### src/rtl/pc_pkg.sv
// Shared definitions for the fetch-stage program counter.
// Command encoding and pointer-width helper.
package pc_pkg;

    localparam logic [2:0] CMD_HOLD = 3'd0;
    localparam logic [2:0] CMD_SEQ  = 3'd1;
    localparam logic [2:0] CMD_JUMP = 3'd2;
    localparam logic [2:0] CMD_CALL = 3'd3;
    localparam logic [2:0] CMD_RET  = 3'd4;
    localparam logic [2:0] CMD_SWAP = 3'd5;

    function automatic int clog2(input int v);
        int r;
        r = 0;
        while ((1 << r) < v) r = r + 1;
        return r;
    endfunction

endpackage

### src/rtl/pc_return_stack.sv
// Circular return-address stack; a push when full overwrites the oldest entry.
// Push, pop and replace are mutually exclusive per cycle.
module pc_return_stack
    import pc_pkg::*;
#(
    parameter int WIDTH = 32,
    parameter int DEPTH = 4
) (
    input  logic             clk,
    input  logic             rst_n,
    input  logic             push,
    input  logic             pop,
    input  logic             replace,
    input  logic [WIDTH-1:0] din,
    output logic [WIDTH-1:0] top,
    output logic             full,
    output logic             empty
);

    localparam int PW = clog2(DEPTH);
    localparam int CW = PW + 1;

    logic [WIDTH-1:0] mem_q [DEPTH];
    logic [WIDTH-1:0] mem_d [DEPTH];
    logic [PW-1:0]    ptr_q, ptr_d, ptr_inc;
    logic [CW-1:0]    cnt_q, cnt_d;

    assign ptr_inc = ptr_q + PW'(1);
    assign top     = mem_q[ptr_q];
    assign full    = (cnt_q == CW'(DEPTH));
    assign empty   = (cnt_q == '0);

    // ptr_q indexes the top entry; the slot above it is the oldest once full
    always_comb begin
        mem_d = mem_q;
        ptr_d = ptr_q;
        cnt_d = cnt_q;
        unique case (1'b1)
            push: begin
                ptr_d          = ptr_inc;
                mem_d[ptr_inc] = din;
                if (!full) cnt_d = cnt_q + CW'(1);
            end
            pop: begin
                if (!empty) begin
                    ptr_d = ptr_q - PW'(1);
                    cnt_d = cnt_q - CW'(1);
                end
            end
            replace: mem_d[ptr_q] = din;
            default: ;
        endcase
    end

    always_ff @(posedge clk or negedge rst_n) begin
        if (!rst_n) begin
            mem_q <= '{default: '0};
            ptr_q <= '0;
            cnt_q <= '0;
        end else begin
            mem_q <= mem_d;
            ptr_q <= ptr_d;
            cnt_q <= cnt_d;
        end
    end

endmodule

### src/rtl/pc_sequencer.sv
// Fetch program counter with stall, jump, call and return.
// Calls and returns go through a circular return-address stack.
module pc_sequencer
    import pc_pkg::*;
#(
    parameter int               WIDTH        = 32,
    parameter int               STEP         = 1,
    parameter logic [WIDTH-1:0] RESET_VECTOR = '0,
    parameter int               RAS_DEPTH    = 4
) (
    input  logic             CLK,
    input  logic             RST_N,
    input  logic             STALL,
    input  logic             W_PC,
    input  logic             CALL,
    input  logic             RET,
    input  logic [WIDTH-1:0] TARGET,
    output logic [WIDTH-1:0] PC_OUT,
    output logic             RAS_EMPTY,
    output logic             RAS_FULL,
    output logic             RAS_ERR
);

    logic [2:0]       cmd;
    logic [WIDTH-1:0] pc_q, pc_d, pc_plus;
    logic             err_q, err_d;
    logic             push, pop, repl;
    logic [WIDTH-1:0] ras_top;
    logic             ras_full, ras_empty;

    assign pc_plus = pc_q + WIDTH'(STEP);

    always_comb begin
        cmd = CMD_SEQ;
        priority case (1'b1)
            STALL:       cmd = CMD_HOLD;
            CALL && RET: cmd = CMD_SWAP;
            RET:         cmd = CMD_RET;
            CALL:        cmd = CMD_CALL;
            W_PC:        cmd = CMD_JUMP;
            default:     cmd = CMD_SEQ;
        endcase
    end

    always_comb begin
        pc_d  = pc_q;
        err_d = 1'b0;
        push  = 1'b0;
        pop   = 1'b0;
        repl  = 1'b0;
        unique case (cmd)
            CMD_HOLD: ;
            CMD_SWAP: begin
                pc_d = TARGET;
                // an empty stack has no top to replace, so push instead
                if (ras_empty) push = 1'b1;
                else           repl = 1'b1;
            end
            CMD_RET: begin
                if (ras_empty) begin
                    pc_d  = pc_plus;
                    err_d = 1'b1;
                end else begin
                    pc_d = ras_top;
                    pop  = 1'b1;
                end
            end
            CMD_CALL: begin
                pc_d  = TARGET;
                push  = 1'b1;
                err_d = ras_full;
            end
            CMD_JUMP: pc_d = TARGET;
            default:  pc_d = pc_plus;
        endcase
    end

    always_ff @(posedge CLK or negedge RST_N) begin
        if (!RST_N) begin
            pc_q  <= RESET_VECTOR;
            err_q <= 1'b0;
        end else begin
            pc_q  <= pc_d;
            err_q <= err_d;
        end
    end

    pc_return_stack #(
        .WIDTH (WIDTH),
        .DEPTH (RAS_DEPTH)
    ) u_ras (
        .clk     (CLK),
        .rst_n   (RST_N),
        .push    (push),
        .pop     (pop),
        .replace (repl),
        .din     (pc_plus),
        .top     (ras_top),
        .full    (ras_full),
        .empty   (ras_empty)
    );

    assign PC_OUT    = pc_q;
    assign RAS_EMPTY = ras_empty;
    assign RAS_FULL  = ras_full;
    assign RAS_ERR   = err_q;

endmodule
### config.mk
export PLATFORM = sky130hd
export DESIGN_NAME = pc_sequencer
export DESIGN_NICKNAME = d
export VERILOG_FILES = /design/src/rtl/pc_pkg.sv /design/src/rtl/pc_return_stack.sv /design/src/rtl/pc_sequencer.sv
export SDC_FILE = /design/constraint.sdc
export NUM_CORES = 1
export LEC_CHECK = 0
export ABC_AREA = 1
export BUFFER_PORTS_ARGS = -buffer_cell sky130_fd_sc_hd__buf_2
export CAP_MARGIN = 30
export CORE_MARGIN = 2
export CORE_UTILIZATION = 61
export DETAILED_ROUTE_END_ITERATION = 10
export GPL_TIMING_DRIVEN = 1
export PLACE_DENSITY_LB_ADDON = 0.25
export SYNTH_ARGS = -nofsm -noshare
export SYNTH_HDL_FRONTEND = slang
export SYNTH_SLANG_ARGS = --single-unit
### constraint.sdc
create_clock -name CLK -period 2.5 [get_ports CLK]
set_input_delay 0.25 -clock CLK [delete_from_list [all_inputs] [get_ports CLK]]
set_output_delay 0.25 -clock CLK [all_outputs]
set_load 0.05 [all_outputs]
==> reports/qor.yml <==
timing:
  setup_tns_ns: 0
  maxSlewViolCount: 0
  setup_violations: 0
  min_period_over_period_pct: 84.2
  slew_headroom_pct: 53.4
  max_slew.worst_pin.slew_ns: 0.697
  clock.fmax_mhz: 475
  finClkSkew_ns: 0.0104
  rsz0062_at_grt: "no"
  hold_viol_final: 0
  period_minus_slack_ns: 2.10
logic_synthesis:
  synth_warnings: 0
  synth_compound_area_share_pct: 13.9
  synthMuxAreaShare_pct: 0
  yosys.area_share.adder_pct: 0.825
  synth_area_um2: 9090
  synth-simple-area-share_pct: 30.6
  ys_ff_latch: 166
  postSynthCellCount: 1234
  yosys-top-cells-area: "dfrtp_1 (46%), nand2_1 (17%), nand3_1 (5.2%)"
  seq_area_frac_synth_pct: 45.7
  postSynthAreaPerCell_um2: 7.37
  synth_xor_xnor_area_share_pct: 0.867
  post-synth-top-area-cell: "dfrtp_1"
  synth_top_family_by_area: "simple AND/OR/NAND/NOR gates"
  yosysTopAreaCellShare_pct: 45.7
  synth_fp_nets: 1278
  synth.distinct_cells: 36
cts:
  insertion_delay_ns: 0.44
  post_cts_buffers: 0
  root_buffer: "clkbuf_16"
  cts_tree: "done"
  clkTransAtPathRegs_ns: 0.06
  cts-buffers-inserted: 17
  cts.sinks: 166
  htreeDepth: 4
  cts_max_path_buffers: 2
power_and_ir_drop:
  vdd_ir_drop_max_mv: 0.637
  power.total_mw: 12.2
  p_leak_nw: 5.03
  power_density_nw_per_um2: 1200
floorplanning:
  start_util_pct: 62.6
  core-area_um2: 14500
  rows: 44
  ios: 73
  die_w_um: 126
  die_y_um: 126
  die_area_um2: 15900
run:
  maxCapViolations: 0
layout:
  layout_commonest_cell: "nand2_1"
  fin_cells: 1483
  layout-drive-gt1-share_pct: 14.3
  mostFrequentLayoutCells: "nand2_1 (417), dfrtp_1 (165), nor2_1 (107)"
  post-route-util_pct: 69.6
  n_antenna_cell: 0
  area_growth_pct: 11.3
  nets: 1331
placed_design:
  port_buffers: 72
  place_congestion: 0.984
  place_hpwl_um: 16700
  place_inst: 1451
worst_setup_path:
  cp.arrival_ns: 2.46
  crit-reg2reg-launch: "u_ras.ptr_q[0]"
  r2r_end: "u_ras.mem_q[109]"
  worst_setup_path_end_kind: "register"
  critPathLaunch: "u_ras.ptr_q[0]"
  crit_type: "reg -> reg"
  r2r_slack_ns: 0.40
  crit_required_ns: 2.85
  r2r_cells: 8
  path_max_fanout: 28
  cp-start-kind: "register"
route:
  drtPass1Iterations: 6
  wirelength_um: 25300
  ant_nets: 0
  post_drt_wl_per_cell_um: 17.0
  dr_total_vias: 8587
  drtIter0Drc: 1003
  drc: 0
  via_per_inst: 5.79
outcome:
  status: "finished, final reports clean"
grt:
  grt_antenna_before_repair: 0
  first_global_vias: 8184
  grt_usage_pct: 32.9
  grt_pass1_wl_um: 41200
  gr-total-overflow: 0
  grt_max_degree: 68
min_path:
  hold_class: "in -> reg"
  hold_end: "RAS_ERR"
  hold_start: "RET"
  min_path_cells: 3
==> synthesized netlist by cell type <==
library cell    n
xor2_1          8
clkbuf_1       15
and2_1          1
buf_2          26
o21ai_0        93
nor2_4          4
o21a_1          6
nand2_2        16
a21oi_1        76
a31oi_1         2
nor2_2          8
dfrtp_1       166
a22oi_1         1
nor2_1        107
clkinv_1        1
buf_6          12
o211ai_1       14
nand3_1        94
buf_1           3
inv_6           1
and2_4          2
inv_2           9
or2_2           6
nor2_8          1
nand2_4         2
nor3_1          1
inv_1          89
clkbuf_8        1
o21ai_2        12
xnor2_1         1
o21ai_1        28
nand3_4         2
nand2_1       417
buf_4           2
nand3b_1        1
ha_1            6
==> per-layer routing <==
| metal | global-route usage (%) | wire [µm] | vias to the layer above |
|---|---|---|---|
| li1 | - | - | 4049 |
| met1 | 45.0 | 10400 | 4004 |
| met4 | 14.2 | 745 | 0 |
| met3 | 6.71 | 2500 | 75 |
| met5 | 0 | 0 | - |
| met2 | 51.3 | 11600 | 459 |
==> through the flow <==
stage / setup WS [ns] / hold WS [ns] / cell area, µm²
4_1_cts: 0.442 / 0.156 / 10100
3_5_place_dp: 0.456 / 0.222 / 9520
3_3_place_gp: 0.539 / 0.214 / 9520
5_1_grt: 0.273 / 0.171 / 10100
2_1_floorplan: 0.274 / -0.0456 / 9090
6_report: 0.396 / 0.162 / 10100
==> where the power goes <==
group | total (mW) | switching [mW] | internal [mW]
Clock | 2.64 | 1.10 | 1.55
Sequential | 4.57 | 0.729 | 3.84
Combinational | 4.98 | 3.41 | 1.57
Total | 12.2 | 5.24 | 6.96
==> how the worst max path moves through the flow <==
stage               slack [ns]               end  depth (start not counted)
detailed placement        0.46  u_ras.mem_q[109]                          8
global placement          0.54  u_ras.mem_q[107]                          7
global route              0.27   u_ras.mem_q[59]                          6
finish                    0.40  u_ras.mem_q[109]                          8
CTS                       0.44  u_ras.mem_q[109]                          8
floorplan                 0.27    u_ras.cnt_q[2]                          6
==> worst max-delay path, cell delays in order (launching register included) <==
cell      delay (ns)
dfrtp_2         0.40
clkinv_1        0.34
ha_1            0.36
nand2_1         0.11
nand2_4         0.19
inv_2           0.11
buf_4           0.31
nand2_1         0.09
o21ai_1         0.10
==> flip-flops by register name, summed over array words and instances, names as in the netlist <==
name	cells
u_ras.mem_q	128
PC_OUT	32
u_ras.cnt_q	3
u_ras.ptr_q	2
RAS_ERR	1
==> kinds of logic after synthesis <==
group / count (synthesis)
xor+xnor: 9
fa+ha+maj: 6
compound gates: 232
flops: 166
simple gates: 662
buf+inv: 159
==> final cells by class <==
type	instances	area [µm²]
fill	1225	4410
multi-input combinational	909	4200
sequential	166	4160
timing repair buffer	93	564
clock buffer	21	470
inverter	100	380
tap	184	230
clock inverter	10	121
==> repair_timing <==
action / CTS / global route
endpoints found under the hold margin: 46 / 0
hold buffers: 1 / 0
resized for setup: 0 / 0
Power figures use the tool's default switching activity.
